<file path="src/rtl/vga_timing_gen_if.sv">
// Raster timing bundle shared between the timing generator and the pixel pattern blocks.
interface vga_timing_gen_if;
    logic [10:0] hc;
    logic [10:0] vc;
    logic        vidon;
    logic        hsync;
    logic        vsync;
    logic        pix_tick;
    logic        frame_start;

    modport master (
        output hc, vc, vidon, hsync, vsync, pix_tick, frame_start
    );

    modport slave (
        input hc, vc, vidon, hsync, vsync, pix_tick, frame_start
    );
endinterface

</file>
<file path="src/rtl/vga_timing_gen.sv">
// VGA raster timing: pixel clock-enable divider, hc/vc counters and registered
// vidon/hsync/vsync decode, all aligned to the same pixel.
module vga_timing_gen #(
    parameter int CLK_DIV  = 4,
    parameter int H_VIS    = 640,
    parameter int H_FP     = 16,
    parameter int H_SYNC   = 96,
    parameter int H_BP     = 48,
    parameter int V_VIS    = 480,
    parameter int V_FP     = 10,
    parameter int V_SYNC   = 2,
    parameter int V_BP     = 33,
    parameter int SYNC_POL = 0
) (
    input  logic             clk,
    input  logic             clr_n,
    vga_timing_gen_if.master vga
);
    localparam int H_TOTAL = H_VIS + H_FP + H_SYNC + H_BP;
    localparam int V_TOTAL = V_VIS + V_FP + V_SYNC + V_BP;
    localparam int DIV_W   = (CLK_DIV > 1) ? $clog2(CLK_DIV) : 1;

    localparam logic [DIV_W-1:0] DIV_LAST = DIV_W'(CLK_DIV - 1);
    localparam logic [10:0] H_LAST   = 11'(H_TOTAL - 1);
    localparam logic [10:0] V_LAST   = 11'(V_TOTAL - 1);
    localparam logic [10:0] H_VIS_C  = 11'(H_VIS);
    localparam logic [10:0] V_VIS_C  = 11'(V_VIS);
    localparam logic [10:0] HS_FIRST = 11'(H_VIS + H_FP);
    localparam logic [10:0] HS_LAST  = 11'(H_VIS + H_FP + H_SYNC - 1);
    localparam logic [10:0] VS_FIRST = 11'(V_VIS + V_FP);
    localparam logic [10:0] VS_LAST  = 11'(V_VIS + V_FP + V_SYNC - 1);
    localparam logic SYNC_ACT  = (SYNC_POL != 0);
    localparam logic SYNC_IDLE = ~SYNC_ACT;

    logic [DIV_W-1:0] div_q, div_d;
    logic [10:0]      hc_q, hc_d;
    logic [10:0]      vc_q, vc_d;
    logic             vidon_q, vidon_d;
    logic             hsync_q, hsync_d;
    logic             vsync_q, vsync_d;
    logic             pix_tick_q, pix_tick_d;
    logic             frame_start_q, frame_start_d;
    logic             adv;

    always_comb begin
        adv   = (div_q == DIV_LAST);
        div_d = adv ? '0 : div_q + 1'b1;
        hc_d  = hc_q;
        vc_d  = vc_q;
        if (adv) begin
            if (hc_q == H_LAST) begin
                hc_d = '0;
                vc_d = (vc_q == V_LAST) ? '0 : vc_q + 11'd1;
            end else begin
                hc_d = hc_q + 11'd1;
            end
        end
        // Decode from the next counts so the flags land in the same cycle as hc/vc.
        vidon_d       = (hc_d < H_VIS_C) && (vc_d < V_VIS_C);
        hsync_d       = ((hc_d >= HS_FIRST) && (hc_d <= HS_LAST)) ? SYNC_ACT : SYNC_IDLE;
        vsync_d       = ((vc_d >= VS_FIRST) && (vc_d <= VS_LAST)) ? SYNC_ACT : SYNC_IDLE;
        pix_tick_d    = adv;
        frame_start_d = adv && (hc_d == '0) && (vc_d == '0);
    end

    // Reset parks on the last back-porch pixel so the first advance wraps to (0,0).
    always_ff @(posedge clk) begin
        if (!clr_n) begin
            div_q         <= '0;
            hc_q          <= H_LAST;
            vc_q          <= V_LAST;
            vidon_q       <= 1'b0;
            hsync_q       <= SYNC_IDLE;
            vsync_q       <= SYNC_IDLE;
            pix_tick_q    <= 1'b0;
            frame_start_q <= 1'b0;
        end else begin
            div_q         <= div_d;
            hc_q          <= hc_d;
            vc_q          <= vc_d;
            vidon_q       <= vidon_d;
            hsync_q       <= hsync_d;
            vsync_q       <= vsync_d;
            pix_tick_q    <= pix_tick_d;
            frame_start_q <= frame_start_d;
        end
    end

    assign vga.hc          = hc_q;
    assign vga.vc          = vc_q;
    assign vga.vidon       = vidon_q;
    assign vga.hsync       = hsync_q;
    assign vga.vsync       = vsync_q;
    assign vga.pix_tick    = pix_tick_q;
    assign vga.frame_start = frame_start_q;
endmodule
</file>
<file path="src/flat_wrapper.sv">
// flat-port wrapper written by rule: the top's interface ports become plain ports
module vga_timing_gen_flat 
#(
    parameter int CLK_DIV  = 4,
    parameter int H_VIS    = 640,
    parameter int H_FP     = 16,
    parameter int H_SYNC   = 96,
    parameter int H_BP     = 48,
    parameter int V_VIS    = 480,
    parameter int V_FP     = 10,
    parameter int V_SYNC   = 2,
    parameter int V_BP     = 33,
    parameter int SYNC_POL = 0
)
  (clk, clr_n, vga_hc, vga_vc, vga_vidon, vga_hsync, vga_vsync, vga_pix_tick, vga_frame_start);
  vga_timing_gen_if vga_i ();
  input  logic clk;
  input  logic clr_n;
  output wire logic [$bits(vga_i.hc)-1:0] vga_hc;
  output wire logic [$bits(vga_i.vc)-1:0] vga_vc;
  output wire logic [$bits(vga_i.vidon)-1:0] vga_vidon;
  output wire logic [$bits(vga_i.hsync)-1:0] vga_hsync;
  output wire logic [$bits(vga_i.vsync)-1:0] vga_vsync;
  output wire logic [$bits(vga_i.pix_tick)-1:0] vga_pix_tick;
  output wire logic [$bits(vga_i.frame_start)-1:0] vga_frame_start;
  assign vga_hc = vga_i.hc;
  assign vga_vc = vga_i.vc;
  assign vga_vidon = vga_i.vidon;
  assign vga_hsync = vga_i.hsync;
  assign vga_vsync = vga_i.vsync;
  assign vga_pix_tick = vga_i.pix_tick;
  assign vga_frame_start = vga_i.frame_start;
  vga_timing_gen #(.CLK_DIV(CLK_DIV), .H_VIS(H_VIS), .H_FP(H_FP), .H_SYNC(H_SYNC), .H_BP(H_BP), .V_VIS(V_VIS), .V_FP(V_FP), .V_SYNC(V_SYNC), .V_BP(V_BP), .SYNC_POL(SYNC_POL)) u_core (.clk(clk), .clr_n(clr_n), .vga(vga_i));
endmodule
</file>
<file path="config.mk">
export PLATFORM = sky130hd
export DESIGN_NAME = vga_timing_gen_flat
export DESIGN_NICKNAME = d
export VERILOG_FILES = /design/src/rtl/vga_timing_gen_if.sv /design/src/rtl/vga_timing_gen.sv /design/src/flat_wrapper.sv
export SDC_FILE = /design/constraint.sdc
export NUM_CORES = 1
export LEC_CHECK = 0
export ABC_AREA = 1
export BUFFER_PORTS_ARGS = -buffer_cell sky130_fd_sc_hd__buf_2
export CAP_MARGIN = 20
export CORE_ASPECT_RATIO = 1.5
export CORE_MARGIN = 10
export CORE_UTILIZATION = 50
export CTS_BUF_LIST = sky130_fd_sc_hd__clkbuf_16
export CTS_CLUSTER_DIAMETER = 120
export DETAILED_ROUTE_END_ITERATION = 8
export MAX_ROUTING_LAYER = met4
export PLACE_DENSITY_LB_ADDON = 0.3
export SLEW_MARGIN = 20
export SYNTH_ARGS = -nofsm -noshare
export SYNTH_HDL_FRONTEND = slang
export SYNTH_SLANG_ARGS = --single-unit
export TNS_END_PERCENT = 5
</file>
<file path="constraint.sdc">
create_clock -name clk -period 2.05 [get_ports clk]
set_clock_uncertainty 0.1 [all_clocks]
set_input_delay 0.41 -clock clk [delete_from_list [all_inputs] [get_ports clk]]
set_output_delay 0.41 -clock clk [all_outputs]
set_load 0.05 [all_outputs]
</file>
Yosys cells after proc, flatten, opt, wreduce, memory -nomap -nowiden
Cells that the tools add are included.

Register bits after elaboration: 29. Input bits: 2. Output and inout port bits: 27. Word-level logic and storage cells: 36.

Add/sub/neg operators: 3. $lt $le $gt $ge: 6. Equal/unequal tests: 3. Multiplexer cells: 7. Bitwise logic cells: 1. Reductions and logical operators: 8.

Operators by type and width (number): 2-to-1 mux 11 bit (5); adder 11 x 1 -> 11 bit (second input constant) (2); == test 11 x 10 -> 1 bit (second input constant) (2); zero test 11 bit (2); >= comparator 11 x 10 -> 1 bit (second input constant) (1); >= comparator 11 x 9 -> 1 bit (second input constant) (1); <= comparator 11 x 10 -> 1 bit (second input constant) (1); <= comparator 11 x 9 -> 1 bit (second input constant) (1); less-than comparator 11 x 10 -> 1 bit (second input constant) (1); less-than comparator 11 x 9 -> 1 bit (second input constant) (1); logical AND 1 bit (5); adder 2 x 1 -> 2 bit (second input constant) (1); == test 2 bit (second input constant) (1); 2-to-1 mux 1 bit (2); OR reduction 2 bit (1); inverter 1 bit (1).

Logic depth before layout (Yosys ltp)
Gate-level depths: netlist of run 1.

Depth after elaboration: 7. Gate-level depth with buffers: 13. Mapped depth without buffers: 13.

Worst setup path before layout of run 1
OpenSTA, ideal clock, no wires.

Path kind: flip-flop to flip-flop. From: register u_core.hc_q[1] (netlist: u_core.vga.hc[1]). To: register u_core.vsync_q (netlist: u_core.vga.vsync). Arrival: 1.991 ns. Setup slack: -0.163 ns. Stages on the path, launching flop included: 13. Cell sequence: dfxtp_1 -> ha_1 -> nand2_1 -> nor2_4 -> nand3_2 -> nor2_2 -> nand2_1 -> nand2_1 -> nand2_1 -> nor2_2 -> nand3_1 -> nor2_1 -> nand3_1.

Cells in the longest elaborated chain, start to end: 6. Elaborated cells between the ends (all ways): 7. Those cells by class: order compare: 2; eq/ne: 1; mux: 3; reduce/logical: 1.

RTL lines: start, declared (RTL line vga_timing_gen.sv:36) `logic [10:0] hc_q, hc_d;`; start signal, assigned (RTL line vga_timing_gen.sv:70) `hc_q <= H_LAST;`; start signal, assigned (RTL line vga_timing_gen.sv:79) `hc_q <= hc_d;`; == test 11 x 10 -> 1 bit * (RTL line vga_timing_gen.sv:51) `if (hc_q == H_LAST) begin`; 2-to-1 mux 11 bit * (RTL line vga_timing_gen.sv:51); 2-to-1 mux 11 bit * (RTL line vga_timing_gen.sv:50) `if (adv) begin`; >= comparator 11 x 9 -> 1 bit / <= comparator 11 x 9 -> 1 bit (equally long branches) (RTL line vga_timing_gen.sv:61) `vsync_d = ((vc_d >= VS_FIRST) && (vc_d <= VS_LAST)) ? SYNC_ACT : SYNC_IDLE;`; logical AND 1 bit * (RTL line vga_timing_gen.sv:61); 2-to-1 mux 1 bit * (RTL line vga_timing_gen.sv:61); end signal, assigned (RTL line vga_timing_gen.sv:83) `vsync_q <= vsync_d;`; end, declared (RTL line vga_timing_gen.sv:40) `logic vsync_q, vsync_d;`.

Mark *: on every way between the ends. The rest lies on a longest branch, timed or not. A chain may end at the register's enable or synchronous reset.

Worst setup path in the final report of run 1
From: register u_core.div_q[0]. To: register u_core.vsync_q (netlist: u_core.vga.vsync).

Cells in the longest elaborated chain, start to end: 5. Elaborated cells between the ends (all ways): 6. Those cells by class: order compare: 2; eq/ne: 1; mux: 2; reduce/logical: 1.

RTL lines: start, declared (RTL line vga_timing_gen.sv:35) `logic [DIV_W-1:0] div_q, div_d;`; start signal, assigned (RTL line vga_timing_gen.sv:78) `div_q <= div_d;`; == test 2 bit * (RTL line vga_timing_gen.sv:46) `adv = (div_q == DIV_LAST);`; net u_core.adv (RTL line vga_timing_gen.sv:43) `logic adv;`; 2-to-1 mux 11 bit * (RTL line vga_timing_gen.sv:50); >= comparator 11 x 9 -> 1 bit / <= comparator 11 x 9 -> 1 bit (equally long branches) (RTL line vga_timing_gen.sv:61); logical AND 1 bit * (RTL line vga_timing_gen.sv:61); 2-to-1 mux 1 bit * (RTL line vga_timing_gen.sv:61).

Mark *: on every way through the listed nets, which the timed path passes. The rest lies on a longest branch.

==> impl_metrics.tcl, run 1 <==
set metrics [dict create \
    status "finished clean" \
    p_leak_uw 0.00117 \
    power_density_nw_per_um2 787 \
    place.port_buffers 28 \
    crit_path_end_kind "flop" \
    grt_use_total_pct 17.6 \
    start_util_pct 52.3 \
    hold_path.class "input port to flop" \
    period_share_pct 95.9 \
    root_buffer "clkbuf_16" \
    yosys_warnings 0 \
    tightest_slew_ns 0.531 \
    r2r-start "u_core.div_q[0]" \
    final_common_cell "nand2_1" \
    drv_slew 0 \
    clkSlewWorstSetupHoldPaths_ns 0.05 \
    dieArea_um2 6410 \
    hold-path-cell-count 2 \
    r2r_cells 11 \
    grt_max_degree 15 \
    swShare_pct 33.2 \
    fin_cells 363 \
    comb_power_share_pct 26.6 \
    worstPathArrival_ns 2.03 \
    synthArstFlopShare_pct 0 \
    finalSetupViolations 0 \
    synth.cell_area_um2 1790 \
    p_clk_share_pct 38.3 \
    dp.cells 354 \
    drc_errors 0 \
    synth_edf_count 0 \
    rr_endpoint "u_core.vga.vsync" \
    cts-htree-levels 2 \
    antenna_found_initial 0 \
    cts_tree "yes" \
    die_w_um 68.8 \
    clock_sinks 29 \
    rows 26 \
    fmax_ghz 0.509 \
    fillCellCount 339 \
    gp_congestion 0.928 \
    die_h_um 93.2 \
    slew_headroom_pct 64.6 \
    diodes 0 \
    drt_iter0_drc 130 \
    synth.avg_cell_area_um2 6.40 \
    hold_viol 0 \
    required_ns 2.11 \
    vias 1920 \
    grt_pass1_vias 1993 \
    ys_types 29 \
    rsz0062_at_grt "yes" \
    num_io_pins 29 \
    hold_buffers 0 \
    fin_crit_ns 1.97 \
    dp_hpwl_um 3930 \
    ir_worst_vdd_uv 637 \
    coreArea_um2 3420 \
    pwr-share-seq_pct 35.1 \
    crit_fanout 8 \
    synth-main-ff-cell "dfxtp_1" \
    crit_type "flop to flop" \
    dr.pass1.iters 4 \
    reg2reg_slack_ns 0.08 \
    routed_wl_um 5110 \
    fin_nets 326 \
    vias_per_cell 5.29 \
    syn-num-nets 285 \
    seq_area_frac_synth_pct 32.5 \
    p_sw_uw 584 \
    power_report.internal_total_uw 1180 \
    mostFrequentLayoutCells "nand2_1 (76), nor2_1 (42), inv_1 (36)" \
    syn_to_final_growth_pct 25.1 \
    gr-total-overflow 0 \
    final_layout_size_suffix_gt1_share_pct 25.2 \
    clockBufferDepth 2 \
    startpoint_type "flop" \
    numCtsBuffers 5 \
    syn_inst 279 \
    finalSetupTns_ns 0 \
    maxCapViolCount 0 \
    preCtsSetupSlack_ns 0.0404 \
    postRouteAntennaNets 0 \
    avgRoutedWirePerCell_um 14.1 \
    min_to "u_core.vga.vc[9]" \
    synth-seq-cells 29 \
    min_from "clr_n" \
    clock_latency_ns 0.27 \
    grt_pass1_wl_um 8590 \
    setup_slack_ns 0.0840 \
]
critical path: stages, from the launching register on:
cell and delay, ns:
dfxtp_1 0.34, ha_2 0.24, buf_4 0.18, nand4_1 0.16
nor2_4 0.17, nand2_1 0.06, nand2_1 0.06, nand2_1 0.12
nor2_2 0.15, nand3_1 0.10, nor2_1 0.10, nand3_1 0.08
timing repair:
item | CTS | global route
cloned | 0 | 0
gates resized for setup | 0 | 15
setup endpoints to repair | 1 | 4
pin swaps | 1 | 3
buffers inserted | 1 | 0
state kept, by name, indices dropped and copies added, names as in the netlist:
register,cells
u_core.vga.vc,11
u_core.div_q,2
u_core.vga.frame_start,1
u_core.vga.hsync,1
u_core.vga.vsync,1
u_core.vga.vidon,1
u_core.vga.pix_tick,1
u_core.vga.hc,11
power by group through the flow:
stage | clock [uW] | sequential [uW] | combinational [uW]
2_1_floorplan | 0 | 690 | 247
3_3_place_gp | 0 | 626 | 424
3_5_place_dp | 0 | 626 | 425
4_1_cts | 680 | 616 | 438
5_1_grt | 708 | 619 | 512
6_report | 675 | 617 | 467
synth_stat cells, types with 2 or more instances:
| cell | number | share of area, % |
|---|---|---|
| nor3_1 | 8 | 2.2 |
| nor2_4 | 3 | 1.9 |
| o21ai_0 | 3 | 0.84 |
| nand2_2 | 3 | 1.1 |
| xor2_1 | 6 | 2.9 |
| clkbuf_1 | 2 | 0.42 |
| nor2_2 | 7 | 2.5 |
| nand2_1 | 79 | 17 |
| nand3_1 | 29 | 8.1 |
| nand4_1 | 8 | 2.8 |
| nor2_1 | 42 | 8.8 |
| nand3_2 | 6 | 3.4 |
| dfxtp_1 | 29 | 32 |
| inv_1 | 36 | 7.6 |
| ha_1 | 4 | 2.8 |
worst max path at each step:
stage / startpoint / end / slack [ns] / depth (start not counted)
detailed placement: u_core.vga.hc[0] / u_core.vga.vsync / 0.04 / 10
global route: u_core.div_q[0] / u_core.vga.vsync / -0.003 / 11
finish: u_core.div_q[0] / u_core.vga.vsync / 0.08 / 11
global placement: u_core.vga.hc[1] / u_core.vga.vsync / 0.03 / 12
CTS: u_core.vga.hc[1] / u_core.vga.vsync / 0.02 / 12
floorplan: u_core.vga.hc[2] / u_core.vga.vsync / 0.02 / 11
through the flow:
| step | util [%] | cell area, um2 | hold slack, ns | power [uW] |
|---|---|---|---|---|
| after floorplan | - | 1790 | 0.304 | 937 |
| after global placement | 59.5 | 2030 | 0.311 | 1050 |
| after detailed placement | 59.5 | 2030 | 0.323 | 1050 |
| after CTS | 63.7 | 2180 | 0.285 | 1730 |
| after global routing | 65.4 | 2230 | 0.308 | 1840 |
| final | 65.4 | 2230 | 0.287 | 1760 |
logic make-up after synthesis:
group / count (synthesis) / share of synthesized area (%)
DFF: 29 / 32.5
xor gates and xnor gates: 6 / 2.94
and+or+nand+nor: 191 / 50.4
AOI/OAI and AO/OA: 6 / 2.03
adders and majority gates: 4 / 2.80
buffers and inverters: 43 / 9.38
area by class of cell:
cell class | instances | area (um2) | area share (%)
Sequential cell | 29 | 592 | 26.5
Timing Repair Buffer | 38 | 219 | 9.80
Tap cell | 42 | 52.6 | 2.35
Inverter | 39 | 148 | 6.61
Clock inverter | 3 | 12.5 | 0.560
Multi-Input combinational cell | 207 | 1090 | 48.6
Clock buffer | 5 | 125 | 5.60
metal layers:
layer / part of all wire [%] / vias to the layer above / GRT usage (%)
met1: 40 / 898 / 17.6
met2: 53 / 48 / 30.2
li1: - / 963 / -
met5: 0 / - / -
met3: 4.8 / 11 / 3.82
met4: 2.2 / 0 / 9.74
Power figures use the tool's default switching activity.
==> run 2: changes to the inputs <==
--- a/config.mk
+++ b/config.mk
@@ -14,8 +14,10 @@
 export CTS_BUF_LIST = sky130_fd_sc_hd__clkbuf_16
 export CTS_CLUSTER_DIAMETER = 120
 export DETAILED_ROUTE_END_ITERATION = 8
+export GPL_TIMING_DRIVEN = 0
 export MAX_ROUTING_LAYER = met4
 export PLACE_DENSITY_LB_ADDON = 0.3
+export SETUP_SLACK_MARGIN = 0.02
 export SLEW_MARGIN = 20
 export SYNTH_ARGS = -nofsm -noshare
 export SYNTH_HDL_FRONTEND = slang
==> run 2 against run 1 <==
Effect of this change:
- routed wire length is 0.98% lower
- design area is 1.3% higher
- power is 0.20% higher
- worst hold slack worse by 0.0069 ns
- sequential power is 1% higher
- setup slack better by 0.081 ns
- critical endpoint is now u_core.vga.frame_start
- largest cell class unchanged
==> impl_metrics.tcl, run 2 (synthesis gave the netlist of run 1 again) <==
set metrics [dict create \
    clockBufferDepth 2 \
    drt_iter0_drc 188 \
    routed_wl_um 5060 \
    coreArea_um2 3420 \
    syn_to_final_growth_pct 26.8 \
    holdWs_ns 0.280 \
    grt_pass1_vias 1791 \
    clock_sinks 29 \
    ir_worst_vdd_uv 687 \
    period_share_pct 92.0 \
    start_util_pct 52.3 \
    path_cells "ha_4 > nand2_2 > nor2_4 > buf_4 > nand2_2 > nor2_2 > xor2_1 > nand2_1 > nand3_1 > nor3_2 > nand2_1 > nor2_1" \
    reg2reg_slack_ns 0.16 \
    die_w_um 68.8 \
    grt_use_total_pct 16.7 \
    fmax_ghz 0.530 \
    hold_path.class "input port to flop" \
    antenna_found_initial 0 \
    finish.instance_area_um2 2260 \
    status "finished clean" \
    cp_slowest_cell "dfxtp_4" \
    avgRoutedWirePerCell_um 14.1 \
    fin_nets 323 \
    rows 26 \
    mostFrequentLayoutCells "nand2_1 (75), inv_1 (37), nor2_1 (37)" \
    dieArea_um2 6410 \
    maxCapViolCount 0 \
    numCtsBuffers 5 \
    vias 1868 \
    fin_crit_ns 1.89 \
    final_common_cell "nand2_1" \
    root_buffer "clkbuf_16" \
    place.port_buffers 28 \
    placed_cell_area_um2 1990 \
    cts_tree "yes" \
    crit_type "flop to flop" \
    gr-total-overflow 0 \
    critPathMaxStageDelay_ns 0.37 \
    dr.pass1.iters 4 \
    vias_per_cell 5.20 \
    crit_fanout 5 \
    grt_max_degree 11 \
    power_density_nw_per_um2 778 \
    final_layout_size_suffix_gt1_share_pct 28.1 \
    finalSetupViolations 0 \
    p_leak_uw 0.00115 \
    num_io_pins 29 \
    worstPathArrival_ns 1.96 \
    finalSetupTns_ns 0 \
    crit_path_end_kind "flop" \
    clock_latency_ns 0.28 \
    slew_headroom_pct 62.9 \
    diodes 0 \
    grt_pass1_wl_um 8180 \
    die_h_um 93.2 \
    hold_viol 0 \
    fin_util_pct 66.3 \
    drc_errors 0 \
    dp_hpwl_um 3710 \
    gp_congestion 0.954 \
    required_ns 2.12 \
    tightest_slew_ns 0.557 \
    drv_slew 0 \
    cts-htree-levels 2 \
    clkSlewWorstSetupHoldPaths_ns 0.05 \
    startpoint_type "flop" \
    postRouteAntennaNets 0 \
]
run 2: cell count changes in the layout (fill, tap and decap cells not counted), moves of 2 or more:
cell / previous run / this run
dfxtp_1: 24 / 17
buf_4: 9 / 3
dfxtp_2: 3 / 8
nor2_1: 42 / 37
nor2_2: 5 / 9
clkbuf_1: 0 / 2
dfxtp_4: 2 / 4
nand3_4: 1 / 3
run 2: stage by stage:
| stage | worst slack, ns | power [uW] | instances |
|---|---|---|---|
| 2_1_floorplan | 0.0208 | 938 | 279 |
| 3_3_place_gp | -0.0175 | 1030 | 349 |
| 3_5_place_dp | -0.0245 | 1030 | 349 |
| 4_1_cts | 0.0268 | 1700 | 356 |
| 5_1_grt | -0.0305 | 1840 | 359 |
| 6_report | 0.165 | 1760 | 359 |
run 2: what timing repair did:
item,CTS,global route
endpoints found under the hold margin,0,0
pin swaps,1,9
setup buffers,0,3
gates resized for setup,1,33
hold buffers,0,0
setup endpoints to repair,2,4
run 2: area by class of cell:
type                       count  area (um2)
tap                           42        52.6
clock inverter                 2        7.51
sequential                    29         606
multi-input combinational    207        1140
timing repair buffer          31         163
inverter                      39         148
fill                         323        1150
clock buffer                   5         125
buffer                         4        27.5
run 2: per-layer routing:
layer | wire length (um) | up-vias | share of wire (%) | track usage, %
li1 | - | 958 | - | -
met1 | 1970 | 837 | 39 | 17.9
met2 | 2660 | 61 | 53 | 28.5
met3 | 307 | 12 | 6.1 | 3.46
met4 | 119 | 0 | 2.4 | 6.93
met5 | 0 | - | 0 | -
run 2: worst max-delay path: cells and delay by family (launching register included):
| family | cells | cell delay, ns |
|---|---|---|
| DFF | 1 | 0.37 |
| buffers and inverters | 1 | 0.16 |
| adders and majority gates | 1 | 0.16 |
| xor gates and xnor gates | 1 | 0.19 |
| and+or+nand+nor | 9 | 0.80 |
run 2: power breakdown:
group / internal [uW] / switching, uW / leakage [uW]
clock: 432 / 241 / 0.0000685
combinational: 148 / 318 / 0.000846
sequential: 589 / 33.9 / 0.000236
total: 1170 / 593 / 0.00115
run 2: path summary, 6_finish.rpt:
path / start / end / cells after the start
worst max-delay path: u_core.vga.hc[0] / u_core.vga.frame_start / 12
worst min-delay path: clr_n / u_core.vga.vc[2] / 2
worst max register to register: u_core.vga.hc[0] / u_core.vga.frame_start / 12
worst min register to register: u_core.div_q[0] / u_core.div_q[0] / 1
